File: src/rtl/neuron_mac_seq.sv
// Sequential single neuron: y = act(sum(x[i]*W[i]) + BIAS), one shared multiplier,
// runtime-writable weights/bias, valid/ready on both sides, saturating ReLU/linear output.
module neuron_mac_seq #(
    parameter int INT_BITS  = 6,
    parameter int FRAC_BITS = 12,
    parameter int N_INPUTS  = 2,
    parameter int RELU      = 1
) (
    input  logic                                  clk,
    input  logic                                  rst,
    input  logic                                  cfg_we,
    input  logic [$clog2(N_INPUTS+1)-1:0]         cfg_addr,
    input  logic [INT_BITS+FRAC_BITS-1:0]         cfg_data,
    input  logic                                  in_valid,
    output logic                                  in_ready,
    input  logic [INT_BITS+FRAC_BITS-1:0]         in_data,
    output logic                                  out_valid,
    input  logic                                  out_ready,
    output logic [INT_BITS+FRAC_BITS-1:0]         y
);
    localparam int W  = INT_BITS + FRAC_BITS;
    localparam int AW = $clog2(N_INPUTS + 1);
    localparam int A  = 2*W - FRAC_BITS + AW;

    localparam logic [AW-1:0]      LAST_IDX  = AW'(N_INPUTS - 1);
    localparam logic [AW-1:0]      BIAS_ADDR = AW'(N_INPUTS);
    localparam logic signed [A-1:0] YMAX = {{(A-W+1){1'b0}}, {(W-1){1'b1}}};
    localparam logic signed [A-1:0] YMIN = {{(A-W+1){1'b1}}, {(W-1){1'b0}}};

    typedef enum logic {S_ACC, S_OUT} state_t;

    state_t                         state, nxt;
    logic                           live;
    logic [AW-1:0]                  idx;
    logic signed [A-1:0]            acc;
    logic [N_INPUTS-1:0][W-1:0]     wt;
    logic signed [W-1:0]            bias;
    logic signed [W-1:0]            w_sel;
    logic signed [2*W-1:0]          prod;
    logic signed [A-1:0]            p_ext, base, r;
    logic [W-1:0]                   y_nxt;
    logic                           beat, last;

    // Weight registers: one per operand, bias at the address just past them.
    for (genvar i = 0; i < N_INPUTS; i++) begin : g_wt
        always_ff @(posedge clk or posedge rst) begin
            if (rst)
                wt[i] <= '0;
            else if (cfg_we && cfg_addr == AW'(i))
                wt[i] <= cfg_data;
        end
    end

    always_ff @(posedge clk or posedge rst) begin
        if (rst)
            bias <= '0;
        else if (cfg_we && cfg_addr == BIAS_ADDR)
            bias <= $signed(cfg_data);
    end

    always_comb begin
        w_sel = '0;
        for (int i = 0; i < N_INPUTS; i++)
            if (idx == AW'(i))
                w_sel = $signed(wt[i]);
    end

    // Full-width product, arithmetic shift floors toward -inf.
    assign prod  = $signed(in_data) * w_sel;
    assign p_ext = A'(prod >>> FRAC_BITS);
    assign base  = (idx == '0) ? A'(bias) : acc;
    assign r     = base + p_ext;

    always_comb begin
        if (r > YMAX)
            y_nxt = {1'b0, {(W-1){1'b1}}};
        else if (r < YMIN)
            y_nxt = {1'b1, {(W-1){1'b0}}};
        else
            y_nxt = r[W-1:0];
        if (RELU != 0 && r < 0)
            y_nxt = '0;
    end

    assign beat = in_valid && in_ready;
    assign last = (idx == LAST_IDX);

    // Holds in_ready low until the first clock after reset release.
    always_ff @(posedge clk or posedge rst) begin
        if (rst) live <= 1'b0;
        else     live <= 1'b1;
    end

    always_ff @(posedge clk or posedge rst) begin
        if (rst) state <= S_ACC;
        else     state <= nxt;
    end

    always_comb begin
        nxt       = state;
        in_ready  = 1'b0;
        out_valid = 1'b0;
        case (state)
            S_ACC: begin
                in_ready = live;
                if (in_valid && live && last)
                    nxt = S_OUT;
            end
            S_OUT: begin
                out_valid = 1'b1;
                if (out_ready)
                    nxt = S_ACC;
            end
            default: nxt = S_ACC;
        endcase
    end

    always_ff @(posedge clk or posedge rst) begin
        if (rst) begin
            idx <= '0;
            acc <= '0;
            y   <= '0;
        end else if (beat) begin
            acc <= r;
            if (last) begin
                idx <= '0;
                y   <= y_nxt;
            end else begin
                idx <= idx + 1'b1;
            end
        end
    end

endmodule

File: config.mk
export PLATFORM = sky130hd
export DESIGN_NAME = neuron_mac_seq
export DESIGN_NICKNAME = d
export VERILOG_FILES = /design/src/rtl/neuron_mac_seq.sv
export SDC_FILE = /design/constraint.sdc
export NUM_CORES = 1
export LEC_CHECK = 0
export CELL_PAD_IN_SITES_DETAIL_PLACEMENT = 1
export CELL_PAD_IN_SITES_GLOBAL_PLACEMENT = 1
export CORE_UTILIZATION = 50
export CTS_CLUSTER_DIAMETER = 120
export DETAILED_ROUTE_END_ITERATION = 10
export GPL_TIMING_DRIVEN = 0
export PLACE_DENSITY_LB_ADDON = 0.1
export SYNTH_ARGS = -nofsm -noshare
export SYNTH_HDL_FRONTEND = slang
export SYNTH_SLANG_ARGS = --single-unit
File: constraint.sdc
create_clock -name clk -period 10.2 [get_ports clk]
set_input_delay 3.06 -clock clk [delete_from_list [all_inputs] [get_ports clk]]
set_output_delay 3.06 -clock clk [all_outputs]
set_load 0.005 [all_outputs]
---- Word-level counts from Yosys, hierarchy flattened ----
Cells that the tools add are included.
operators by class
  $add $sub $neg .......................... 2
  multiply operators ...................... 1
  magnitude comparators ................... 3
  equality and inequality tests ........... 3
  mux-type cells .......................... 12
  bitwise gates (word level) .............. 1
  reduce and logical (&&, ||, !) cells .... 9
operator list
  cell                                                                                count
  18-bit two-way mux                                                                  5
  18-bit by 18-bit multiplier with 36-bit output                                      1
  26-bit by 24-bit adder with 26-bit output                                           1
  26-bit by 18-bit greater-than comparator with 1-bit output (second input constant)  1
  26-bit by 1-bit less-than comparator with 1-bit output (second input constant)      1
  26-bit by 18-bit less-than comparator with 1-bit output (second input constant)     1
  26-bit two-way mux                                                                  1
  1-bit logical AND                                                                   6
  2-bit by 1-bit equality test with 1-bit output (second input constant)              2
  2-bit zero test                                                                     2
  1-bit two-way mux                                                                   4
  2-bit by 1-bit adder with 2-bit output (second input constant)                      1
  2-bit equality test (second input constant)                                         1
  2-bit two-way mux                                                                   1
  1-bit one-hot mux with 2 select lines                                               1
  2-bit AND reduction                                                                 1
  1-bit inverter                                                                      1
word-level totals
  bits in registers ....................... 102
  input port bits ......................... 43
  output and inout port bits .............. 20
  logic and storage cells ................. 39

---- Longest topological paths before layout ----
  depth after elaboration ................. 9
  mapped depth ............................ 40

---- Worst setup path before layout ----
OpenSTA, ideal clock, no wires.
  kind .................................... input -> register
  start ................................... in in_data[17]
  end ..................................... reg y[2]
  arrival time ............................ 10.600 ns
  required time ........................... 10.063 ns
  path slack .............................. -0.537 ns
  stages .................................. 34
  buffers on the path ..................... 2
  cell sequence ........................... clkbuf_1 nand2_1 inv_1 fa_1 inv_1 fa_1 fa_1 inv_1 fa_1 fa_1 inv_1 fa_1 inv_1 ha_1 a21oi_1 o21ai_0 nor3_1 o31ai_1 a31oi_1 nand2b_1 a31o_2 a21oi_1 xnor2_1 ha_1 a21oi_1 o21a_1 inv_1 a22o_1 a21o_1 a311oi_2 buf_4 nand3_1 o31ai_1 a21oi_1
on the way
  word-level cells in the longest chain between the ends .. 6
ends and longest elaborated chain
  element                                                  line  RTL
  start: declaration                                       16    input logic [INT_BITS+FRAC_BITS-1:0] in_data,
  18-bit by 18-bit multiplier with 36-bit output *         69    assign prod = $signed(in_data) * w_sel;
  26-bit by 24-bit adder with 26-bit output *              72    assign r = base + p_ext;
  26-bit by 18-bit less-than comparator with 1-bit output  77    else if (r < YMIN)
  18-bit two-way mux                                       77
  18-bit two-way mux                                       75    if (r > YMAX)
  18-bit two-way mux *                                     81    if (RELU != 0 && r < 0)
  end signal: assignment                                   127   y <= y_nxt;
  end: declaration                                         19    output logic [INT_BITS+FRAC_BITS-1:0] y
Every way passes the cells marked *; elsewhere a longest branch is shown, timed or not.
A chain may end at the register's enable or synchronous reset.

---- Worst setup path after layout ----
  start ................................... in in_data[6]
  end ..................................... reg y[15]
The elaborated chain is that of the path after synthesis.

==> results_dict.tcl <==
set metrics [dict create \
    htreeDepth 3 \
    die_area_um2 36200 \
    area_growth_syn_to_layout_pct 23.1 \
    fp-row-count 68 \
    clockBufferDepth 2 \
    ios 63 \
    nets 2587 \
    coreArea_um2 34700 \
    wl_um 60200 \
    synthesis.area_um2 17700 \
    fin_skew_ns 0.00996 \
    worstPathRequired_ns 10.42 \
    r2r_cells 34 \
    ys_warn_count 0 \
    cts_made_buffers 9 \
    finalCritPeriodShare_pct 105 \
    synth-xor-area-share_pct 2.41 \
    grt-ovfl-total 0 \
    seq_area_um2 2550 \
    grt_pass1_wl_um 93100 \
    dpl_cell_area_um2 19100 \
    gp_congestion 0.883 \
    nFillCells 3813 \
    crit_fanout 5 \
    min_period_ns 10.70 \
    cp-start-kind "primary input" \
    multi_input_area_um2 14600 \
    setup_slack_ns -0.496 \
    hold_viol_final 0 \
    synth_seq_cells 102 \
    status "complete, but fails checks" \
    syn_avg_cell_area_um2 9.29 \
    violations "negative setup slack" \
    path_clk_slew_ns 0.07 \
    drtAntennaViolNets 0 \
    first_global_vias 16500 \
    ys_async_sr_fraction_pct 100 \
    cts_tree "built" \
    port_buffers 62 \
    report.final.setup_viol 21 \
    drt-initial-drc-count 860 \
    synth_top_family_by_area "adder cells" \
    path_class "in2reg" \
    slowest_delay_ns 0.55 \
    synthAdderAreaFrac_pct 45.1 \
    synth_cells 1909 \
    cts_sinks 102 \
    die_w_um 190 \
    insertedDiodeCount 0 \
    die_h_um 190 \
    grt_max_degree 57 \
    finish.instance_area_um2 21800 \
    critPathSlowestCell "fa_1" \
    path_common_cell "fa_1" \
    dpl.hpwl_um 44600 \
    cap_violations 0 \
    hold_depth 2 \
    muxShareOfSynthArea_pct 4.51 \
    synth.net_count 2394 \
    hold_path.class "reg2reg" \
    drcViolationCount 0 \
    antenna_found_initial 0 \
    rsz0062_at_grt "true" \
    synth_ff_type "dfrtp_1" \
    yosys.area_share.simple_pct 15.8 \
    cp-end-kind "flop" \
    drive_gt1_share_pct 21.6 \
    fmax_ghz 0.0935 \
    viasPerCell 5.64 \
    cts_hold_buf 0 \
    initial_core_util_pct 51.1 \
    synth_edf_count 0 \
    clk_latency_ns 0.37 \
    maxSlewHeadroom_pct 27.1 \
    drt-pass1-iter-count 5 \
    final_max_slew_viol_count 0 \
    ys_types 72 \
    wl_per_cell_um 23.5 \
    yosysSeqAreaShare_pct 14.4 \
    crit_arrival_ns 10.91 \
    cts_root_buf "clkbuf_16" \
    synth_compound_area_share_pct 7.92 \
    worst_pin_slew_ns 1.09 \
    vias 14400 \
    grt_use_total_pct 34.1 \
]
==> state kept, by name (all words and copies together) (netlist names) <==
| signal | flops |
|---|---|
| y | 18 |
| live | 1 |
| acc | 26 |
| bias | 18 |
| wt | 36 |
| idx | 2 |
| state | 1 |
==> cell usage in the layout, fill, tap and decap left out, drive strengths merged, types with 21 or more instances in the layout <==
master	n
inv	386
clkbuf	64
nor2	67
dfrtp	102
a211oi	21
buf	151
fa	329
nand2	267
nand3	22
and2	163
a21oi	56
clkdlybuf4s50	44
o21ai	47
xnor2	28
ha	113
mux2	55
==> routing by layer <==
layer	vias to the layer above	global-route usage, %	share of wire, %	routed length [um]
met2	405	61.3	52	31500
met1	7635	43.2	40	23900
met3	113	4.09	4.8	2890
met4	0	9.08	3.2	1960
met5	-	0	0	0
li1	6289	-	-	-
==> final cells by class <==
cell class | count | area share [%]
flip-flops and latches | 102 | 11.7
plain buffers | 65 | 2.98
multi-input cells | 1354 | 66.7
well taps | 455 | 2.61
clock inverters | 6 | 0.252
inverters | 385 | 6.69
clock buffers | 9 | 1.03
repair buffers | 185 | 8.01
==> repair_timing <==
action,in CTS,in global routing
setup buffers,95,25
setup endpoints to repair,37,26
gates cloned,3,2
resized for setup,347,88
pin swaps,126,68
==> cells by family after synthesis <==
logic type | after synthesis
simple gates | 583
xor+xnor | 47
other cells | 1
mux | 73
compound gates | 207
flops | 102
buf+inv | 454
fa+ha+maj | 442
==> worst max-delay path: cells and delay by family <==
| kind | cells | cell delay, ns |
|---|---|---|
| buffers and inverters | 6 | 0.46 |
| and+or+nand+nor | 5 | 0.94 |
| adders and majority gates | 8 | 3.49 |
| AOI/OAI and AO/OA | 12 | 2.94 |
==> synthesized netlist by cell type, drive strengths merged (6+ instances only) <==
master	number	area [um^2]
a211oi	21	173
a21o	13	98.9
a21oi	56	284
and2	163	1020
and3	7	43.8
buf	11	75.1
clkbuf	58	218
dfrtp	102	2550
fa	329	6590
ha	113	1410
inv	385	1450
mux2	55	619
mux2i	18	180
nand2	267	1000
nand3	22	115
nand3b	6	45.0
nand4	7	43.8
nor2	67	251
nor3	17	90.1
o211ai	8	60.1
o21a	8	60.1
o21ai	47	235
o32ai	7	61.3
xnor2	28	245
xor2	18	158
==> final timing paths <==
path                                     start                  end  slack [ns]
max                                 in_data[6]    y[15]$_DFFE_PP0P_       -0.50
min reg2reg                acc[17]$_DFFE_PP0P_  acc[17]$_DFFE_PP0P_        0.49
min in group asynchronous                  rst      state$_DFF_PP0_        3.13
min                        acc[17]$_DFFE_PP0P_  acc[17]$_DFFE_PP0P_        0.49
max in group asynchronous                  rst   wt[28]$_DFFE_PP0P_        6.37
max reg2reg                 idx[1]$_DFFE_PP0P_    y[15]$_DFFE_PP0P_       -0.32
==> per-stage QoR <==
stage,std cells,TNS (ns),utilization (%),worst slack [ns],hold WS [ns]
6_report,2561,-7.95,62.9,-0.496,0.486
5_1_grt,2561,-12.49,62.9,-0.659,0.510
4_1_cts,2537,-4.32,61.2,-0.279,0.488
3_5_place_dp,2427,-65.56,55.1,-2.41,0.471
3_3_place_gp,2426,-61.71,55.0,-2.32,0.460
2_1_floorplan,1909,0,-,0.00814,0.446
Power is left out: the tool's default activity adds up to more than one toggle a clock period on the data nets, which glitch-free logic cannot reach.
